`config.mk`:
```
export PLATFORM = sky130hd
export DESIGN_NAME = stage_c_execute
export DESIGN_NICKNAME = d
export VERILOG_FILES = /design/src/rtl/stage_c_execute_pkg.sv /design/src/rtl/stage_c_execute.sv
export SDC_FILE = /design/constraint.sdc
export NUM_CORES = 1
export LEC_CHECK = 0
export ABC_CLOCK_PERIOD_IN_PS = 3800
export BUFFER_PORTS_ARGS = -buffer_cell sky130_fd_sc_hd__buf_2
export CAP_MARGIN = 20
export CORE_MARGIN = 1
export CORE_UTILIZATION = 52
export CTS_CLUSTER_DIAMETER = 60
export CTS_CLUSTER_SIZE = 28
export DETAILED_ROUTE_END_ITERATION = 8
export GPL_TIMING_DRIVEN = 0
export PLACE_DENSITY = 0.81
export SYNTH_ARGS = -nofsm -noshare
export SYNTH_HDL_FRONTEND = slang
export SYNTH_SLANG_ARGS = --single-unit
```
`constraint.sdc`:
```
create_clock -name clk -period 3.8 [get_ports clk]
set_clock_uncertainty 0.1 [all_clocks]
set_input_delay 0.57 -clock clk [delete_from_list [all_inputs] [get_ports clk]]
set_output_delay 0.57 -clock clk [all_outputs]
set_load 0.02 [all_outputs]
```
`src/rtl/stage_c_execute_pkg.sv`:
```
// Shared opcode constants for the pipeline stages: one-hot operation bit indices.
package stage_c_execute_pkg;

    localparam int OPCODE_MSB = 7;

    localparam int OP_RIGHT = 0;
    localparam int OP_LEFT  = 1;
    localparam int OP_INC   = 2;
    localparam int OP_DEC   = 3;
    localparam int OP_IN    = 4;
    localparam int OP_OUT   = 5;
    localparam int OP_JZ    = 6;
    localparam int OP_JNZ   = 7;

    // Ops whose result the write-back stage stores to DRAM at the data pointer.
    function automatic logic is_write_op(input logic [OPCODE_MSB:0] op);
        return op[OP_INC] | op[OP_DEC] | op[OP_IN];
    endfunction

endpackage

```
`src/rtl/stage_c_execute.sv`:
```
// Execute stage: reads the cell at dp (with a one-entry bypass covering the
// write-back DRAM lag), applies INC/DEC/IN, and hands the result to write-back.
module stage_c_execute
    import stage_c_execute_pkg::*;
#(
    parameter int A_WIDTH = 12,
    parameter int D_WIDTH = 8
) (
    input  logic                 clk,
    input  logic                 reset,
    input  logic [A_WIDTH-1:0]   dp,
    output logic [A_WIDTH-1:0]   da,
    input  logic [D_WIDTH-1:0]   dd,
    input  logic [7:0]           cd,
    input  logic                 crda,
    output logic                 cack,
    input  logic [OPCODE_MSB:0]  operation_in,
    output logic                 ack,
    output logic [OPCODE_MSB:0]  operation,
    output logic [D_WIDTH-1:0]   a,
    input  logic                 ack_in
);

    logic [OPCODE_MSB:0] operation_q, operation_d;
    logic [D_WIDTH-1:0]  a_q, a_d;
    logic                byp_vld_q, byp_vld_d;
    logic [A_WIDTH-1:0]  byp_addr_q, byp_addr_d;
    logic [D_WIDTH-1:0]  byp_data_q, byp_data_d;

    logic                ext_wait;
    logic [D_WIDTH-1:0]  operand;
    logic [D_WIDTH-1:0]  result;

    assign da       = dp;
    assign ext_wait = operation_in[OP_IN] && !crda;
    assign ack      = ack_in && !ext_wait;
    assign cack     = ack_in && operation_in[OP_IN] && crda;

    // DRAM still holds the old value for one cycle after a write-type op.
    assign operand = (byp_vld_q && (byp_addr_q == dp)) ? byp_data_q : dd;

    always_comb begin
        result = operand;
        if (operation_in[OP_INC])
            result = operand + 1'b1;
        else if (operation_in[OP_DEC])
            result = operand - 1'b1;
        else if (operation_in[OP_IN])
            result = D_WIDTH'(cd);
    end

    always_comb begin
        operation_d = operation_q;
        a_d         = a_q;
        byp_vld_d   = byp_vld_q;
        byp_addr_d  = byp_addr_q;
        byp_data_d  = byp_data_q;
        if (ack_in) begin
            if (ext_wait) begin
                operation_d = '0;
            end else begin
                operation_d = operation_in;
                a_d         = result;
                if (is_write_op(operation_in)) begin
                    byp_vld_d  = 1'b1;
                    byp_addr_d = dp;
                    byp_data_d = result;
                end
            end
        end
    end

    always_ff @(posedge clk) begin
        if (reset) begin
            operation_q <= '0;
            a_q         <= '0;
            byp_vld_q   <= 1'b0;
            byp_addr_q  <= '0;
            byp_data_q  <= '0;
        end else begin
            operation_q <= operation_d;
            a_q         <= a_d;
            byp_vld_q   <= byp_vld_d;
            byp_addr_q  <= byp_addr_d;
            byp_data_q  <= byp_data_d;
        end
    end

    assign operation = operation_q;
    assign a         = a_q;

endmodule

```
==> flow_summary.ini, run 1 <==
[run_status]
status = complete, no violations

[setup_path]
cp_data_arrival_time_ps = 3660
worst_setup_path_start_kind = primary input
path_cells = buf_2 > xnor2_1 > nand3_1 > nor4_2 > buf_4 > mux2_2 > inv_1 > ha_1 > nor3b_1 > mux2_2 > o21ai_0 > mux2_2 > nor3_1 > a21oi_1 > o21ai_0
cp_max_fo = 10
slowest_stage = nor3b_1
crit_top_cell = mux2_2
cpPeakStageDelay_ps = 400
endpoint_kind = flip-flop
crit_required_ps = 3910
crit_type = primary input to flip-flop
rr_worst_depth = 14

[finish]
final_area_um2 = 2890
fin_cells = 430
regArea_um2 = 741
drive_above_1_share_pct = 28.8
most-common-layout-cells = 68 x buf_2, 44 x nand2_1, 37 x dfxtp_1
syn_to_final_growth_pct = 21.5
layout_commonest_cell = buf_2
nets = 419
antennaDiodeCount = 0
fillers = 389
multi_input_comb_area_um2 = 1390

[power_and_ir_drop]
p_leak_nw = 1.24
ir_drop_uv = 360
power_density_nw_per_um2 = 359
p_clk_share_pct = 34.0
pwr-share-comb_pct = 24.3
swShare_pct = 29.4
p_sw_mw = 0.305
pwr-share-seq_pct = 41.6
p_int_mw = 0.734

[floorplanning]
start_util_pct = 54.3
core_area_um2 = 4380
die_y_um = 69.7
die_w_um = 69.7
std_cell_rows = 24
die-area_um2 = 4850
ios = 70

[placement]
portBuffers = 66
hpwl_mm = 4.58
globalplace.congestion = 0.928
place_inst = 422
place_area_um2 = 2780

[grt]
antenna_found_initial = 0
grtUsageTotal_pct = 25.0
grt_overflow = 0
grt_pass1_wl_mm = 9.89
grt_start_max_net_pins = 12
grt_pass1_vias = 2159

[sta]
setup_viol = 0
report.final.slew_viol_count = 0
tightest_slew_ps = 490
rsz0062_at_grt = no
tns_ps = 0
max_freq_ghz = 0.282
relSlewSlack_pct = 67.3
layout_min_cycle_time_ps = 3550
hold_viol_final = 0
timing.final.crit_share_pct = 93.3

[min_path]
hold_path_class = flip-flop to flip-flop
hold_depth = 2

[cts]
cts_made_buffers = 5
clk_pin_slew_ps = 80
htreeDepth = 2
cts_hold_buf = 0
clk_latency_ps = 280
cts_tree = done
clkSinkCount = 37
ctsResizeCount = 0
cts_setup_buffers = 0
cts_buffer_depth = 2
clockRootBuffer = clkbuf_8

[route]
route.detailed.drc = 0
viasPerCell = 5.54
ant_nets = 0
drt_iter0_drc = 138
dr.pass1.iters = 4
finalWirelength_mm = 6.11
post_drt_wl_per_cell_um = 14.2
num_vias = 2384

[synth]
syn_avg_cell_area_um2 = 7.83
ys_warn_count = 0
synth_seq_cells = 37
syn_inst = 304
synth_edf_count = 0
syn-cell-area_um2 = 2380
seq_area_frac_synth_pct = 31.1
async_flop_share_pct = 0
synth_cell_types = 43
ys.flop_type = dfxtp_1
synthesis.nets = 346

[run]
cap_violations = 0
final timing paths:
| path | start | to | slack (ps) |
|---|---|---|---|
| min | a[3]$_SDFFE_PP0P_ | a[3]$_SDFFE_PP0P_ | 360 |
| max reg2reg | byp_addr_q[3]$_SDFFE_PP0P_ | a[4]$_SDFFE_PP0P_ | 320 |
| max | dp[3] | a[4]$_SDFFE_PP0P_ | 250 |
| min reg2reg | a[3]$_SDFFE_PP0P_ | a[3]$_SDFFE_PP0P_ | 360 |
per-stage QoR:
stage          hold WS, ps  utilization (%)  worst slack [ps]  power, mW
3_3_place_gp           337             63.3               100      0.686
5_1_grt                388             66.0               114       1.09
3_5_place_dp           350             63.3              17.9      0.691
4_1_cts                365             66.0               322       1.04
2_1_floorplan          340                -               614      0.611
6_report               361             66.0               254       1.04
state kept, by name (all words and copies together) (netlist names):
register / flops
byp_addr_q: 12
operation: 8
byp_vld_q: 1
byp_data_q: 8
a: 8
critical path, delay by kind of cell:
kind / cells / cell delay [ps]
simple gates: 4 / 1070
compound gates: 3 / 280
buf+inv: 3 / 450
fa+ha+maj: 1 / 220
mux: 3 / 900
xor+xnor: 1 / 160
cells by family (layout without fill, tap and decap cells):
family                   count (synthesis)  after routing  synth area share [%]
AND/OR/NAND/NOR                        100            100                  19.6
AO/OA/AOI/OAI                           79             79                  20.8
buffers and inverters                   44            118                  10.6
flip-flops                              37             37                  31.1
XOR/XNOR                                32             32                  11.8
multiplexers                            10             10                  5.04
adder cells (fa/ha/maj)                  2              2                  1.05
layout make-up:
cell class | instances | area share, %
multi-input cells | 223 | 48.0
flip-flops and latches | 37 | 25.6
plain buffers | 31 | 7.05
clock buffers | 7 | 2.98
inverters | 13 | 1.69
repair buffers | 66 | 11.4
well taps | 52 | 2.25
clock inverters | 1 | 1.04
metal layers:
metal | vias to the layer above | track usage [%] | share of wire [%]
li1 | 1195 | - | -
met1 | 1090 | 35.3 | 47
met2 | 91 | 40.0 | 46
met3 | 8 | 4.51 | 6.5
met4 | 0 | 5.33 | 0.72
met5 | - | 0 | 0
synth_stat cells, types with 6 or more instances:
cell	count	area [µm²]
a22oi_1	7	52.6
nor2_1	21	78.8
clkbuf_1	10	37.5
o21ai_0	14	70.1
nor3_1	6	30.0
dfxtp_1	37	741
inv_1	11	41.3
mux2_2	6	67.6
a21oi_1	28	140
nand3_1	9	45.0
xor2_1	11	96.3
a31oi_1	10	62.6
buf_4	16	120
nand2_1	44	165
xnor2_1	21	184
and3_1	6	37.5
power groups by stage:
stage	Clock [mW]	Sequential (mW)	Combinational (mW)
3_5_place_dp	0	0.441	0.250
5_1_grt	0.375	0.435	0.277
3_3_place_gp	0	0.440	0.246
2_1_floorplan	0	0.452	0.159
4_1_cts	0.355	0.432	0.252
6_report	0.354	0.433	0.253
Note: power is estimated with default switching activity, not from simulation.
==> run 2: changes to the inputs <==
--- a/config.mk
+++ b/config.mk
@@ -14,7 +14,9 @@
 export CTS_CLUSTER_SIZE = 28
 export DETAILED_ROUTE_END_ITERATION = 8
 export GPL_TIMING_DRIVEN = 0
+export HOLD_SLACK_MARGIN = 0.1
 export PLACE_DENSITY = 0.81
+export SLEW_MARGIN = 5
 export SYNTH_ARGS = -nofsm -noshare
 export SYNTH_HDL_FRONTEND = slang
 export SYNTH_SLANG_ARGS = --single-unit
==> constraint.sdc (replaced) <==
create_clock -name clk -period 3.8 [get_ports clk]
set_clock_uncertainty 0.1 [all_clocks]
set_input_delay 0.19 -clock clk [delete_from_list [all_inputs] [get_ports clk]]
set_output_delay 0.19 -clock clk [all_outputs]
set_load 0.02 [all_outputs]
==> flow_summary.ini, run 2 (synthesis gave the netlist of run 1 again) <==
[route]
drt_iter0_drc = 164
num_vias = 2516
route.detailed.drc = 0
post_drt_wl_per_cell_um = 14.5
ant_nets = 0
finalWirelength_mm = 6.49
viasPerCell = 5.64
dr.pass1.iters = 5

[run]
cap_violations = 0

[placement]
portBuffers = 66
place_inst = 422
hpwl_mm = 4.58
globalplace.congestion = 0.928

[grt]
grt_overflow = 0
grtUsageTotal_pct = 26.7
grt_pass1_wl_mm = 10.5
antenna_found_initial = 0
grt_pass1_vias = 2291
grt_start_max_net_pins = 12

[cts]
cts_buffer_depth = 2
cts_made_buffers = 5
htreeDepth = 2
clkSinkCount = 37
cts_tree = done
clk_pin_slew_ps = 80
clockRootBuffer = clkbuf_8
clk_latency_ps = 290

[finish]
largest_reg_flops = 12
layout_commonest_cell = buf_2
most-common-layout-cells = 68 x buf_2, 44 x nand2_1, 37 x dfxtp_1
regArea_um2 = 741
antennaDiodeCount = 0
nets = 435
multi_input_comb_area_um2 = 1390
regMostFlops = byp_addr_q
drive_above_1_share_pct = 27.9
fin_cells = 446
fillers = 364
syn_to_final_growth_pct = 28.4

[setup_path]
r2r_setup_slack_ps = 460
worst_setup_path_start_kind = primary input
crit_required_ps = 3920
cp_data_arrival_time_ps = 3680
startpoint = dp[5]
cp_max_fo = 10
crit_type = primary input to flip-flop
endpoint_kind = flip-flop
r2r_start = byp_addr_q[3]$_SDFFE_PP0P_

[sta]
report.final.slew_viol_count = 0
setup_viol = 0
tightest_slew_ps = 486
tns_ps = 0
layout_min_cycle_time_ps = 3560
rsz0062_at_grt = no
max_freq_ghz = 0.281
timing.final.crit_share_pct = 93.7
hold_viol_final = 0
relSlewSlack_pct = 67.6

[run_status]
status = complete, no violations

[min_path]
hold_start = dp[3]
hold_path_class = primary input to flip-flop

[floorplanning]
core_area_um2 = 4380
start_util_pct = 54.3
die-area_um2 = 4850
std_cell_rows = 24
ios = 70
die_y_um = 69.7
die_w_um = 69.7

[power_and_ir_drop]
power_density_nw_per_um2 = 346
ir_drop_uv = 364
p_leak_nw = 1.31
-- run 2: area by class of cell --
cell class	count	area share (%)
multi-input combinational	223	45.5
sequential	37	24.2
timing repair buffer	82	16.0
buffer	31	6.67
clock buffer	7	2.82
tap	52	2.13
inverter	13	1.60
clock inverter	1	0.982
-- run 2: report_power, final --
group	total [mW]	internal (mW)	switching (mW)
registers	0.433	0.414	0.0193
logic	0.268	0.118	0.151
clock network	0.357	0.214	0.142
-- run 2: stage by stage --
step / hold WS, ps / cell area, µm² / power, mW / util (%) / worst slack, ps
floorplan: 226 / 2380 / 0.611 / - / 863
global placement: 320 / 2780 / 0.686 / 63.3 / 475
detailed placement: 329 / 2780 / 0.691 / 63.3 / 386
CTS: 112 / 3050 / 1.05 / 69.6 / 156
global route: 118 / 3060 / 1.10 / 69.7 / 43.7
finish: 106 / 3060 / 1.06 / 69.7 / 240
-- run 2: what timing repair did --
action	in CTS	in global routing
endpoints found under the hold margin	16	0
setup endpoints to repair	0	2
gates resized for setup	0	1
setup buffers	0	0
hold buffers	16	0
-- run 2: worst max-delay path: stages --
cell and delay (ps):
dlygate4sd3_1 540, buf_2 140, xnor2_1 150, nand4_1 120, nor4_2 370, buf_4 270, mux2_2 390, inv_1 60
ha_1 230, nor3b_1 300, mux2_2 200, o21ai_0 60, mux2_2 280, nor3_1 150, a21oi_1 60, o21ai_0 150
-- run 2: path summary, 6_finish.rpt --
check | end | cells after the start
setup / recovery | a[4]$_SDFFE_PP0P_ | 16
hold / removal | byp_addr_q[3]$_SDFFE_PP0P_ | 3
setup reg to reg | a[4]$_SDFFE_PP0P_ | 14
hold reg to reg | a[3]$_SDFFE_PP0P_ | 2
-- run 2: routing by layer --
layer | global-route usage, % | share of wire (%) | vias to the layer above
met5 | 0 | 0 | -
met4 | 5.78 | 1.1 | 0
met3 | 4.51 | 6.8 | 10
met2 | 44.2 | 48 | 109
met1 | 36.5 | 45 | 1171
li1 | - | - | 1226
==> run 3: changes to the inputs <==
--- a/config.mk
+++ b/config.mk
@@ -5,6 +5,7 @@
 export SDC_FILE = /design/constraint.sdc
 export NUM_CORES = 1
 export LEC_CHECK = 0
+export ABC_AREA = 1
 export ABC_CLOCK_PERIOD_IN_PS = 3800
 export BUFFER_PORTS_ARGS = -buffer_cell sky130_fd_sc_hd__buf_2
 export CAP_MARGIN = 20
==> flow_summary.ini, run 3 <==
[synth]
synth_seq_cells = 37
ys.flop_type = dfxtp_1
ys_warn_count = 0
syn-cell-area_um2 = 2370
synth_edf_count = 0
yosys.area.top_type = dfxtp_1
synth_top_area_share_pct = 31.3
synth_area_leaders = dfxtp_1 31%, nand2_1 18%, inv_1 10%, a21oi_1 8.2%, o21ai_0 7.0%
synth_cell_types = 26
synth.top_cells.by_count = 112 x nand2_1, 63 x inv_1, 39 x a21oi_1, 37 x dfxtp_1, 33 x o21ai_0
syn_avg_cell_area_um2 = 6.05
seq_area_frac_synth_pct = 31.3
syn_inst = 391
synth.most_common_cell = nand2_1
synthesis.nets = 433
async_flop_share_pct = 0

[cts]
cts_setup_buffers = 0
cts_made_buffers = 5
cts_tree = done
cts_hold_buf = 9
ctsResizeCount = 0
clkSinkCount = 37
htreeDepth = 2
clockRootBuffer = clkbuf_8
cts_buffer_depth = 2
clk_latency_ps = 300
clk_pin_slew_ps = 90

[grt]
grt_pass1_wl_mm = 10.9
grtUsageTotal_pct = 28.3
antenna_found_initial = 0
grt_pass1_vias = 2438
grt_start_max_net_pins = 14
grt_overflow = 0

[finish]
largest_reg_flops = 12
most-common-layout-cells = 112 x nand2_1, 70 x buf_2, 63 x inv_1
regMostFlops = byp_addr_q
fin_util_pct = 68.4
antennaDiodeCount = 0
drive_above_1_share_pct = 22.0
regArea_um2 = 741
nets = 518
syn_to_final_growth_pct = 25.9
fillers = 401
multi_input_comb_area_um2 = 1240
layout_commonest_cell = nand2_1
final_area_um2 = 2980

[power_and_ir_drop]
ir_drop_uv = 267
power_density_nw_per_um2 = 349
total_power_mw = 1.04
p_leak_nw = 1.63

[sta]
timing.final.crit_share_pct = 70.3
report.final.slew_viol_count = 0
setup_viol = 0
tns_ps = 0
relSlewSlack_pct = 63.4
max_freq_ghz = 0.374
hold_viol_final = 0
setup_slack_ps = 1130
rsz0062_at_grt = no
layout_min_cycle_time_ps = 2670
tightest_slew_ps = 550

[floorplanning]
std_cell_rows = 24
die-area_um2 = 4820
core_area_um2 = 4350
die_y_um = 69.5
ios = 70
die_w_um = 69.5
start_util_pct = 54.3

[setup_path]
cp_data_arrival_time_ps = 2740
cp_max_fo = 8
cpPeakStageDelay_ps = 550
endpoint_kind = flip-flop
path_cells = dlygate4sd3_1 > buf_2 > inv_1 > nor2_1 > inv_1 > nand4_1 > nor2_4 > nand2_4 > nand2_1 > nand2_2 > inv_2 > ha_1 > nand3_1 > nor2_1 > inv_1 > nand2_1 > nand3_1 > nand2_1 > a21oi_1
r2r_start = byp_addr_q[0]$_SDFFE_PP0P_
crit_required_ps = 3870
startpoint = dp[2]
crit_type = primary input to flip-flop
worst_setup_path_start_kind = primary input
slowest_stage = dlygate4sd3_1

[run]
cap_violations = 0

[run_status]
status = complete, no violations

[route]
viasPerCell = 5.07
dr.pass1.iters = 5
ant_nets = 0
drt_iter0_drc = 178
route.detailed.drc = 0
finalWirelength_mm = 6.50
post_drt_wl_per_cell_um = 12.3
num_vias = 2680

[placement]
portBuffers = 69
hpwl_mm = 4.88
pre_cts_slack_ps = 1370
globalplace.congestion = 0.953
place_area_um2 = 2780

[min_path]
hold_start = dp[9]
hold_path_class = primary input to flip-flop
run 3: layout make-up:
type / instances / share of cell area (%)
multi-input combinational: 265 / 41.8
sequential: 37 / 24.9
timing repair buffer: 78 / 14.6
inverter: 66 / 8.32
buffer: 23 / 4.45
clock buffer: 5 / 2.31
tap: 52 / 2.18
clock inverter: 3 / 1.47
run 3: worst paths after layout:
check,end,slack [ps],cells past startpoint
max,a[6]$_SDFFE_PP0P_,1130,19
min,byp_addr_q[9]$_SDFFE_PP0P_,110,3
max reg2reg,a[6]$_SDFFE_PP0P_,1350,18
min reg2reg,operation[1]$_SDFFE_PP0P_,360,2
run 3: kinds of logic after synthesis:
kind of cell	synth area share, %
xor gates and xnor gates	0.370
buffers and inverters	16.1
adders and majority gates	1.06
and+or+nand+nor	32.3
AOI/OAI and AO/OA	18.9
DFF	31.3
run 3: power breakdown:
group	internal (mW)	leakage (nW)	switching (mW)	total [mW]
Clock	0.197	0.0585	0.158	0.355
Sequential	0.417	0.306	0.0146	0.432
Combinational	0.0933	1.26	0.159	0.253
run 3: metrics by stage:
step / cells / hold slack [ps]
final: 529 / 112
after global routing: 529 / 141
after CTS: 529 / 114
after detailed placement: 512 / 348
after global placement: 512 / 340
after floorplan: 391 / 235
run 3: layer usage:
| layer | vias to the layer above | routed length, µm | GRT usage (%) |
|---|---|---|---|
| li1 | 1384 | - | - |
| met1 | 1185 | 2900 | 35.8 |
| met2 | 101 | 3090 | 47.8 |
| met3 | 10 | 418 | 5.52 |
| met4 | 0 | 97 | 9.98 |
| met5 | - | 0 | 0 |
run 3: worst max-delay path, delay by kind of cell:
kind	cells	cell delay, ps
and+or+nand+nor	11	1250
buffers and inverters	6	1020
adders and majority gates	1	200
AOI/OAI and AO/OA	1	80
